==> src/rtl/pixel_stream_source.sv <==
// Raster-order pixel source: reads a frame from memory and streams it out through
// a 2-entry output FIFO with row/frame framing flags and valid/ready handshaking.
module pixel_stream_source #(
  parameter int DATA_WIDTH = 8,
  parameter int IMG_WIDTH  = 224,
  parameter int IMG_HEIGHT = 224,
  parameter int ADDR_WIDTH = 16
) (
  input  logic                  clk_i,
  input  logic                  rst_ni,
  input  logic                  start_i,
  input  logic [ADDR_WIDTH-1:0] base_addr_i,
  output logic                  busy_o,
  output logic                  done_o,
  output logic                  mem_rd_en_o,
  output logic [ADDR_WIDTH-1:0] mem_addr_o,
  input  logic [DATA_WIDTH-1:0] mem_rdata_i,
  output logic                  m_valid_o,
  input  logic                  m_ready_i,
  output logic [DATA_WIDTH-1:0] m_data_o,
  output logic                  m_sol_o,
  output logic                  m_eol_o,
  output logic                  m_sof_o,
  output logic                  m_eof_o
);

  localparam int NumPixels = IMG_WIDTH * IMG_HEIGHT;
  localparam int CntW      = $clog2(NumPixels + 1);
  localparam int XW        = (IMG_WIDTH > 1) ? $clog2(IMG_WIDTH) : 1;
  localparam int YW        = (IMG_HEIGHT > 1) ? $clog2(IMG_HEIGHT) : 1;
  localparam logic [CntW-1:0] TotalReads = CntW'(NumPixels);
  localparam logic [XW-1:0]   XLast      = XW'(IMG_WIDTH - 1);
  localparam logic [YW-1:0]   YLast      = YW'(IMG_HEIGHT - 1);

  typedef enum logic [1:0] {
    IDLE,
    STREAM,
    DONE
  } state_e;

  state_e                state_q, state_d;
  logic [CntW-1:0]       readCount_q, readCount_d;
  logic [ADDR_WIDTH-1:0] base_q, base_d;
  logic                  rdPending_q, rdPending_d;
  logic [1:0]            fifoCount_q, fifoCount_d;
  logic [DATA_WIDTH-1:0] fifo0_q, fifo0_d;
  logic [DATA_WIDTH-1:0] fifo1_q, fifo1_d;
  logic [XW-1:0]         xCount_q, xCount_d;
  logic [YW-1:0]         yCount_q, yCount_d;

  logic                  readEn;
  logic                  pop;
  logic                  push;
  logic                  lastPixel;
  logic [2:0]            occupancy;
  logic [ADDR_WIDTH-1:0] readAddr;

  assign pop       = (fifoCount_q != 2'd0) && m_ready_i;
  assign push      = rdPending_q;
  assign lastPixel = (xCount_q == XLast) && (yCount_q == YLast);
  assign occupancy = {1'b0, fifoCount_q} + {2'b00, rdPending_q};
  // The first read is issued in the start cycle itself so the first pixel appears two cycles later.
  assign readAddr  = (state_q == IDLE) ? base_addr_i : base_q + ADDR_WIDTH'(readCount_q);

  always_comb begin
    state_d     = state_q;
    readCount_d = readCount_q;
    base_d      = base_q;
    xCount_d    = xCount_q;
    yCount_d    = yCount_q;
    readEn      = 1'b0;

    case (state_q)
      IDLE: begin
        if (start_i) begin
          readEn      = 1'b1;
          state_d     = STREAM;
          base_d      = base_addr_i;
          readCount_d = CntW'(1);
          xCount_d    = '0;
          yCount_d    = '0;
        end
      end
      STREAM: begin
        if ((readCount_q != TotalReads) && (occupancy < (pop ? 3'd3 : 3'd2))) begin
          readEn      = 1'b1;
          readCount_d = readCount_q + CntW'(1);
        end
        if (pop && lastPixel) begin
          state_d = DONE;
        end
      end
      DONE: begin
        state_d = IDLE;
      end
      default: begin
        state_d = IDLE;
      end
    endcase

    if (pop) begin
      if (xCount_q == XLast) begin
        xCount_d = '0;
        yCount_d = (yCount_q == YLast) ? '0 : yCount_q + YW'(1);
      end else begin
        xCount_d = xCount_q + XW'(1);
      end
    end
  end

  // Head of the FIFO always sits in fifo0 so the output never needs a read pointer.
  always_comb begin
    fifo0_d     = fifo0_q;
    fifo1_d     = fifo1_q;
    fifoCount_d = fifoCount_q;
    rdPending_d = readEn;

    case ({push, pop})
      2'b10: begin
        if (fifoCount_q == 2'd0) begin
          fifo0_d = mem_rdata_i;
        end else begin
          fifo1_d = mem_rdata_i;
        end
        fifoCount_d = fifoCount_q + 2'd1;
      end
      2'b01: begin
        fifo0_d     = fifo1_q;
        fifoCount_d = fifoCount_q - 2'd1;
      end
      2'b11: begin
        if (fifoCount_q == 2'd1) begin
          fifo0_d = mem_rdata_i;
        end else begin
          fifo0_d = fifo1_q;
          fifo1_d = mem_rdata_i;
        end
      end
      default: begin
      end
    endcase
  end

  always_ff @(posedge clk_i) begin
    if (!rst_ni) begin
      state_q     <= IDLE;
      readCount_q <= '0;
      base_q      <= '0;
      rdPending_q <= 1'b0;
      fifoCount_q <= 2'd0;
      fifo0_q     <= '0;
      fifo1_q     <= '0;
      xCount_q    <= '0;
      yCount_q    <= '0;
    end else begin
      state_q     <= state_d;
      readCount_q <= readCount_d;
      base_q      <= base_d;
      rdPending_q <= rdPending_d;
      fifoCount_q <= fifoCount_d;
      fifo0_q     <= fifo0_d;
      fifo1_q     <= fifo1_d;
      xCount_q    <= xCount_d;
      yCount_q    <= yCount_d;
    end
  end

  assign busy_o      = (state_q != IDLE);
  assign done_o      = (state_q == DONE);
  assign mem_rd_en_o = readEn && rst_ni;
  assign mem_addr_o  = mem_rd_en_o ? readAddr : '0;
  assign m_valid_o   = (fifoCount_q != 2'd0);
  assign m_data_o    = fifo0_q;
  assign m_sol_o     = m_valid_o && (xCount_q == '0);
  assign m_eol_o     = m_valid_o && (xCount_q == XLast);
  assign m_sof_o     = m_valid_o && (xCount_q == '0) && (yCount_q == '0);
  assign m_eof_o     = m_valid_o && lastPixel;

endmodule

==> config.mk <==
export PLATFORM = sky130hd
export DESIGN_NAME = pixel_stream_source
export DESIGN_NICKNAME = d
export VERILOG_FILES = /design/src/rtl/pixel_stream_source.sv
export SDC_FILE = /design/constraint.sdc
export NUM_CORES = 1
export LEC_CHECK = 0
export CAP_MARGIN = 20
export CORE_MARGIN = 2
export CORE_UTILIZATION = 45
export DETAILED_ROUTE_END_ITERATION = 8
export DONT_BUFFER_PORTS = 1
export PLACE_DENSITY = 0.65
export SYNTH_ARGS = -nofsm -noshare
export SYNTH_HDL_FRONTEND = slang
export SYNTH_SLANG_ARGS = --single-unit
export TNS_END_PERCENT = 50
==> constraint.sdc <==
create_clock -name clk_i -period 2.5 [get_ports clk_i]
set_input_delay 0.125 -clock clk_i [delete_from_list [all_inputs] [get_ports clk_i]]
set_output_delay 0.125 -clock clk_i [all_outputs]
set_load 0.02 [all_outputs]
## Word level (Yosys, flattened, before mapping)

Cells that the tools add are included.

| operators by class | value |
|---|---|
| reduce and logical (&&, ||, !) cells | 27 |
| equal/unequal tests | 15 |
| $lt $le $gt $ge | 1 |
| add/sub/neg operators | 7 |
| muxes and demuxes | 28 |

Operators by type and width:

| kind | count |
|---|---|
| $mux W8 | 13 |
| $mux W16 | 4 |
| $pmux W16 S2 | 1 |
| $pmux W8 S3 | 1 |
| $add A16 B1 Y16 const B | 1 |
| $add A16 B16 Y16 | 1 |
| $add A8 B1 Y8 const B | 2 |
| $eq A8 B8 Y1 const B | 2 |
| $logic_not A8 Y1 | 2 |
| $ne A16 B16 Y1 const B | 1 |
| $pmux W8 S2 | 1 |
| $reduce_bool A2 Y1 | 7 |
| $ne A2 B2 Y1 const B | 6 |
| $logic_and A1 B1 Y1 | 9 |
| $pmux W2 S2 | 2 |
| $reduce_and A2 Y1 | 4 |
| $eq A2 B1 Y1 const B | 3 |
| $eq A2 B2 Y1 const B | 3 |
| $reduce_and A3 Y1 | 2 |
| $logic_not A2 Y1 | 2 |
| $mux W2 | 2 |
| $add A2 B1 Y3 | 1 |
| $lt A3 B2 Y1 | 1 |
| $mux W1 | 3 |
| other kinds (4) | 4 |

| storage, ports and cells | value |
|---|---|
| output and inout bits | 32 |
| input port bits | 28 |
| flip-flop bits (word level) | 69 |
| word-level logic and storage cells | 87 |

## Depth between registers and ports, before layout

Gate-level depths: netlist of the first run.

| logic depth | value |
|---|---|
| depth after elaboration | 9 |
| depth in mapped cells | 12 |
| mapped depth without buffers | 10 |

## Worst setup path after synthesis of the first run

No wires, ideal clock.

| path | value |
|---|---|
| path type | reg-to-output |
| start point | reg readCount_q[0] |
| end point | out mem_addr_o[14] |
| required time | 2.375 ns |
| stages on the path, launching flop included | 9 |
| arrival | 2.199 ns |
| setup slack | 0.176 ns |
| path buffers | 0 |
| cell sequence | dfxtp_1 -> ha_1 -> fa_1 -> a21oi_1 -> o22ai_1 -> a41oi_1 -> o21ai_0 -> xnor2_1 -> a21oi_1 |

| between the ends | value |
|---|---|
| longest elaborated chain between the ends | 6 |
| elaborated cells on any way between the ends | 8 |
| classes of those cells | add/sub (1); eq/ne (1); mux (4); reduce/logical (2) |

Ends and longest elaborated chain:

| element | RTL line | source |
|---|---|---|
| from (decl) | 42 | `logic [CntW-1:0] readCount_q, readCount_d;` |
| from (signal assigned) | 157 | `readCount_q <= readCount_d;` |
| parallel branches: the longest is 5 deep, another holds $add A16 B16 Y16 | - |  |
| $mux W16 (*) | 171 | `assign mem_addr_o = mem_rd_en_o ? readAddr : '0;` |
| to (decl) | 16 | `output logic [ADDR_WIDTH-1:0] mem_addr_o,` |

Every way passes the cells marked *.

## Worst setup path after layout of the first run

| path | value |
|---|---|
| start point | reg readCount_q[0] |
| end point | out mem_addr_o[10] |

The elaborated chain is that of the path after synthesis.

==> reports/qor.csv, run 1 <==
stage,metric,value,unit
run_status,status,"complete, but fails checks",
run_status,failing checks,negative setup slack,
final_layout,layout cells sized above 1,0.210,
timing,final setup violating endpoints,2,
synth,number of synthesized flops with an enable pin,0,
floorplanning,Initial Util,0.463,
place,gpl congestion,0.878,
final_layout,Fill cells,839,
grt,number of global-route vias before repair,3908,
detailed_routing,post-route ant nets,0,
critical_path,Critical-path top delay cell,fa_2,
cts,clock-pin slew on the worst setup and hold paths,0.08,ns
critical_path,"Arr. time, crit path",2.40,ns
grt,total track usage,0.232,
critical_path,R2R setup slack,0.25,ns
place,Final HPWL DP,7.68,mm
timing,Fmax achieved,396,MHz
detailed_routing,Pre-antenna DRT Iters,5,
cts,clock buffer depth,2,
synth,YS warnings,0,
floorplanning,site row count,35,
cts,Worst-Skew Late Latency,0.36,ns
detailed_routing,post-DR wirelength/cell,16.7,microns
synth,most common cell in the synthesized netlist,nand2_1,
run,max_cap viols,0,
timing,actual slew at the worst max-slew pin,0.683,ns
synth,"Avg Cell Area, Syn",8.10,sq um
floorplanning,I/O pins,60,
grt,first-pass GRT wire length,18.7,mm
place,DP Area,4540,sq um
timing,RSZ-0062 raised after global routing,yes,
critical_path,Worst Setup End Kind,output port,
cts,CTS tree,done,
synth,Netlist cell types,61,
synth,Yosys top cell area share,0.323,
final_layout,final non-filler cell area,5360,sq um
power,Comb pwr share,0.313,
cts,root buffer cell,clkbuf_8,
floorplanning,die area,10300,sq um
power,Int Pwr,2210,uW
detailed_routing,via count,4079,
critical_path,critical path type,reg2out,
synth,"Top FF cell, synth",dfxtp_1,
synth,Syn Nets,585,
power,part of the power in the clock network,0.304,
detailed_routing,routed length on met1,4.96,mm
timing,Hold WS,0.0575,ns
synth,post-synth top area cell,dfxtp_1,
critical_path,critical path startpoint category,flip-flop,
timing,final worst path period share,1.01,
cts,number of buffers created by CTS,9,
critical_path,Reg-to-Reg Start,readCount_q[0]$_SDFFE_PN0P_,
power,Pleak,0.00212,uW
grt,Overflow after GRT,0,
final_layout,P&R area growth vs syn,25.5,%
timing,Rel. slew slack,0.544,
critical_path,FF-to-FF path depth,11,
critical_path,"slowest stage delay, CP",0.39,ns
timing,post-route setup slack,-0.0246,ns
place,Port Buffers,0,
grt,initial antenna violation count,1,
critical_path,worst-path fanout max,4,
synth,fraction of registers with async set/reset,0,
detailed_routing,initial drt markers,174,
power,PwrDens,646,nW/um^2
critical_path,CP most frequent cell,buf_4,
synth,synthesized instance count,528,
detailed_routing,final WL,11.9,mm
detailed_routing,met3 WL post-DR,810,microns
critical_path,worst setup path end,mem_addr_o[10],
critical_path,launch point of the critical path,readCount_q[0]$_SDFFE_PN0P_,
power,sequential share of power,0.383,
timing,Final Slew Violations,0,
detailed_routing,DR top layer,met4,
detailed_routing,DRC viols,0,
critical_path,crit-path cells,"ha_4, fa_2, a21oi_4, o22ai_4, a41oi_2, buf_4, xor2_1, a21oi_1, buf_4",
critical_path,Crit path required time,2.38,ns
timing,Final Hold Fails,0,
timing,Setup TNS Final,-0.0391,ns
critical_path,R2R Path End,readCount_q[10]$_SDFFE_PN0P_,
power,sw frac,0.362,
grt,pin count of the biggest net entering global routing,51,
place,"worst slack, placed",0.0731,ns
detailed_routing,Vias/cell,5.70,
cts,CTS H-Tree Depth,3,
synth,Post-synth top cells,"nand2_1 (70), dfxtp_1 (69), o21ai_0 (43), a21oi_1 (37), nor2_1 (32)",
floorplanning,DIE HEIGHT,101,microns
synth,synthesized cell area,4280,sq um
detailed_routing,met2 routed WL,5.77,mm
synth,synthesized flop and latch total,69,
cts,clock sink count,69,
synth,"top cells by area, synth","dfxtp_1 (32%), ha_1 (8.2%), nand2_1 (6.1%)",
power,P_sw,1260,uW
floorplanning,Die Span X,101,microns
hold_path,Hold Path Class,in2reg,
power,Worst IR Drop VDD,473,uV
final_layout,fin nets,638,
timing,post-layout min period,2.52,ns
floorplanning,core footprint,9240,sq um
timing,Final Skew,0.00689,ns
synth,"Seq/Total Area, Yosys",0.323,
[stage by stage]
stage / cells / utilization / power (uW)
global route: 716 / 0.581 / 3670
CTS: 707 / 0.554 / 3420
global placement: 662 / 0.491 / 2280
finish: 716 / 0.581 / 3470
detailed placement: 662 / 0.491 / 2310
floorplan: 528 / - / 2080
[power by group through the flow]
stage | Sequential [uW] | Combinational [uW] | Clock [uW]
final | 1330 | 1080 | 1050
after global routing | 1340 | 1210 | 1120
after CTS | 1320 | 1030 | 1070
after detailed placement | 1350 | 965 | 0
after global placement | 1340 | 944 | 0
after floorplan | 1320 | 759 | 0
[cell usage in the layout, fill, tap and decap left out, types with 14 or more instances in the layout]
| cell type | count |
|---|---|
| nor2_1 | 28 |
| and3_1 | 14 |
| nand3_1 | 19 |
| nand2_1 | 68 |
| ha_1 | 19 |
| o21ai_0 | 36 |
| buf_4 | 38 |
| dfxtp_1 | 56 |
| and2_1 | 15 |
| inv_1 | 15 |
| a21boi_0 | 23 |
| dlygate4sd3_1 | 24 |
| nor2b_1 | 17 |
| xnor2_1 | 17 |
| a21oi_1 | 33 |
[registers in the layout (all words and copies together) (netlist names)]
register     cells
fifo1_q          8
base_q          16
readCount_q     16
push             1
yCount_q         8
m_data_o         8
xCount_q         8
state_q          2
fifoCount_q      2
[cell families (layout without fill, tap and decap cells)]
family	after synthesis	count (layout)	share of synthesized area
xor+xnor	21	21	0.0430
other cells	0	1	0
flops	69	69	0.323
buf+inv	39	97	0.0398
simple gates	215	215	0.270
mux	11	11	0.0258
compound gates	144	144	0.212
fa+ha+maj	29	29	0.0866
[final cells by class]
| type | count | area, sq um | share of cell area |
|---|---|---|---|
| multi-input combinational | 420 | 2950 | 0.549 |
| timing repair inverter | 1 | 7.51 | 0.00140 |
| tap | 129 | 161 | 0.0301 |
| clock buffer | 9 | 124 | 0.0231 |
| inverter | 17 | 67.6 | 0.0126 |
| sequential | 69 | 1410 | 0.263 |
| timing repair buffer | 63 | 546 | 0.102 |
| antenna | 1 | 2.50 | 0.000467 |
| clock inverter | 7 | 98.8 | 0.0184 |
[how the worst min path moves through the flow]
stage | from | to | slack [ns] | cells after the start
after floorplan | base_addr_i[11] | base_q[11]$_SDFFE_PN0P_ | 0.27 | 2
after CTS | rst_ni | yCount_q[2]$_SDFF_PN0_ | 0.05 | 2
after global routing | rst_ni | yCount_q[4]$_SDFF_PN0_ | 0.07 | 2
after global placement | rst_ni | m_data_o[4]$_SDFFE_PN0P_ | 0.25 | 1
final | rst_ni | yCount_q[4]$_SDFF_PN0_ | 0.06 | 2
after detailed placement | rst_ni | m_data_o[2]$_SDFFE_PN0P_ | 0.25 | 1
[critical path: cells and delay by family, from the launching register on]
family / cells / cell delay [ns]
DFF: 1 / 0.37
xor gates and xnor gates: 1 / 0.15
AOI/OAI and AO/OA: 4 / 0.63
buffers and inverters: 2 / 0.35
adders and majority gates: 2 / 0.55
[metal layers]
| layer | up-vias | global-route usage |
|---|---|---|
| met3 | 31 | 0.0600 |
| met1 | 1906 | 0.283 |
| met4 | 0 | 0.101 |
| met5 | - | 0 |
| li1 | 1993 | - |
| met2 | 149 | 0.388 |
[repair_timing]
action	in CTS	in global routing
hold buffers	25	0
pin swaps	7	10
setup endpoints to repair	10	17
endpoints found under the hold margin	50	0
setup buffers	3	8
gates resized for setup	22	45
cloned	1	0
(Power assumes the default switching activity.)
==> run 2, diff against run 1 <==
Settings changed: REMOVE_ABC_BUFFERS set to 1.
==> reports/qor.csv, run 2 (synthesis results as in run 1) <==
stage,metric,value,unit,change
run_status,status,"complete, but fails checks",,unchanged
run_status,failing checks,negative setup slack,,unchanged
detailed_routing,initial drt markers,177,,was 174
place,gpl congestion,0.894,,was 0.878
floorplanning,Initial Util,0.463,,unchanged
run,max_cap viols,0,,unchanged
grt,Overflow after GRT,0,,unchanged
grt,first-pass GRT wire length,17.7,mm,was 18.7 mm
timing,Hold WS,0.0426,ns,was 0.0575 ns
power,Worst IR Drop VDD,333,uV,was 473 uV
floorplanning,Die Span X,101,microns,unchanged
detailed_routing,DRC viols,0,,unchanged
grt,pin count of the biggest net entering global routing,52,,was 51
cts,number of buffers created by CTS,9,,unchanged
critical_path,critical path startpoint category,flip-flop,,unchanged
grt,number of global-route vias before repair,3790,,was 3908
final_layout,Largest regs,"base_q: 16 flops, readCount_q: 16 flops",,unchanged
final_layout,final non-filler cell area,5290,sq um,was 5360 sq um
timing,Final Skew,0.0152,ns,was 0.00689 ns
timing,RSZ-0062 raised after global routing,yes,,unchanged
place,Final HPWL DP,7.31,mm,was 7.68 mm
timing,final setup violating endpoints,2,,unchanged
detailed_routing,post-route ant nets,0,,unchanged
cts,clock buffer depth,2,,unchanged
cts,root buffer cell,clkbuf_8,,unchanged
floorplanning,die area,10300,sq um,unchanged
floorplanning,core footprint,9240,sq um,unchanged
critical_path,"Arr. time, crit path",2.44,ns,was 2.40 ns
final_layout,fin util,0.572,,was 0.581
floorplanning,site row count,35,,unchanged
timing,Fmax achieved,390,MHz,was 396 MHz
power,PwrDens,629,nW/um^2,was 646 nW/um^2
final_layout,n_diodes,0,,was 1
place,Port Buffers,0,,unchanged
final_layout,fin nets,636,,was 638
final_layout,P&R area growth vs syn,23.6,%,was 25.5%
cts,clock sink count,69,,unchanged
cts,CTS H-Tree Depth,3,,unchanged
floorplanning,DIE HEIGHT,101,microns,unchanged
critical_path,critical path type,reg2out,,unchanged
timing,post-layout min period,2.56,ns,was 2.52 ns
detailed_routing,post-DR wirelength/cell,15.6,microns,was 16.7 microns
hold_path,Hold Path Class,in2reg,,unchanged
grt,initial antenna violation count,0,,was 1
critical_path,Worst Setup End Kind,output port,,unchanged
final_layout,most frequent cells in the layout,"nand2_1 (69), dfxtp_1 (58), o21ai_0 (38)",,"was nand2_1 (68), dfxtp_1 (56), buf_4 (38)"
timing,Final Slew Violations,0,,unchanged
grt,total track usage,0.215,,was 0.232
detailed_routing,Vias/cell,5.62,,was 5.70
timing,actual slew at the worst max-slew pin,0.613,ns,was 0.683 ns
final_layout,layout cells sized above 1,0.192,,was 0.210
floorplanning,I/O pins,60,,unchanged
place,DP Area,4540,sq um,unchanged
cts,CTS tree,done,,unchanged
timing,post-route setup slack,-0.0637,ns,was -0.0246 ns
cts,Worst-Skew Late Latency,0.35,ns,was 0.36 ns
power,Pleak,0.00210,uW,was 0.00212 uW
final_layout,Fill cells,810,,was 839
timing,Final Hold Fails,0,,unchanged
timing,Rel. slew slack,0.590,,was 0.544
detailed_routing,via count,4010,,was 4079
cts,clock-pin slew on the worst setup and hold paths,0.07,ns,was 0.08 ns
power,total power,3320,uW,was 3470 uW
detailed_routing,final WL,11.1,mm,was 11.9 mm
critical_path,Crit path required time,2.38,ns,about the same
timing,final worst path period share,1.03,,was 1.01
detailed_routing,Pre-antenna DRT Iters,5,,unchanged
final_layout,"most common cell after layout, fill and taps aside",nand2_1,,unchanged
timing,Setup TNS Final,-0.0906,ns,was -0.0391 ns
critical_path,worst-path fanout max,4,,unchanged
[run 2: path summary, 6_finish.rpt]
path / startpoint / slack, ns / end / cells after the start
worst max-delay path: readCount_q[0]$_SDFFE_PN0P_ / -0.06 / mem_addr_o[8] / 10
worst min register to register: base_q[11]$_SDFFE_PN0P_ / 0.47 / base_q[11]$_SDFFE_PN0P_ / 2
worst min-delay path: rst_ni / 0.04 / yCount_q[0]$_SDFF_PN0_ / 2
worst max register to register: fifoCount_q[1]$_SDFFE_PN0P_ / 0.20 / m_data_o[6]$_SDFFE_PN0P_ / 11
[run 2: metrics by stage]
step / cells / setup slack [ns]
6_report: 713 / -0.0637
5_1_grt: 713 / -0.145
4_1_cts: 706 / -0.0225
3_5_place_dp: 662 / -0.0224
3_3_place_gp: 662 / 0.0660
2_1_floorplan: 506 / -0.0605
[run 2: metal layers]
metal,up-vias,GRT usage,wire length [microns]
met5,-,0,0
met4,0,0.0686,209
met3,17,0.0393,524
met2,95,0.375,5530
met1,1916,0.269,4890
li1,1982,-,-
[run 2: area by class of cell]
class | count | area [sq um] | area share
Clock buffer | 9 | 124 | 0.0234
Inverter | 17 | 67.6 | 0.0128
Timing Repair inverter | 1 | 7.51 | 0.00142
Tap cell | 129 | 161 | 0.0305
Sequential cell | 69 | 1400 | 0.264
Timing Repair Buffer | 61 | 534 | 0.101
Multi-Input combinational cell | 420 | 2910 | 0.551
Clock inverter | 7 | 81.3 | 0.0154
[run 2: where the power goes]
part / switching [uW] / internal [uW] / total (uW) / leakage (uW)
Combinational: 635 / 426 / 1060 / 0.00143
Clock: 473 / 473 / 946 / 0.000100
Sequential: 118 / 1200 / 1320 / 0.000567
[run 2: worst max-delay path: stages (launching register included)]
cell and delay (ns):
dfxtp_2 0.35, ha_4 0.16, fa_2 0.39, a21oi_4 0.21, o22ai_4 0.12, buf_6 0.14, o21a_1 0.16, nor2_1 0.13
xor2_1 0.17, a21oi_1 0.09, buf_4 0.18
[run 2: what timing repair did]
action | in CTS | in global routing
cloned | 1 | 0
endpoints found under the hold margin | 51 | 0
hold buffers | 25 | 0
setup endpoints to repair | 12 | 11
pin swaps | 12 | 7
resized for setup | 34 | 20
setup buffers | 2 | 7
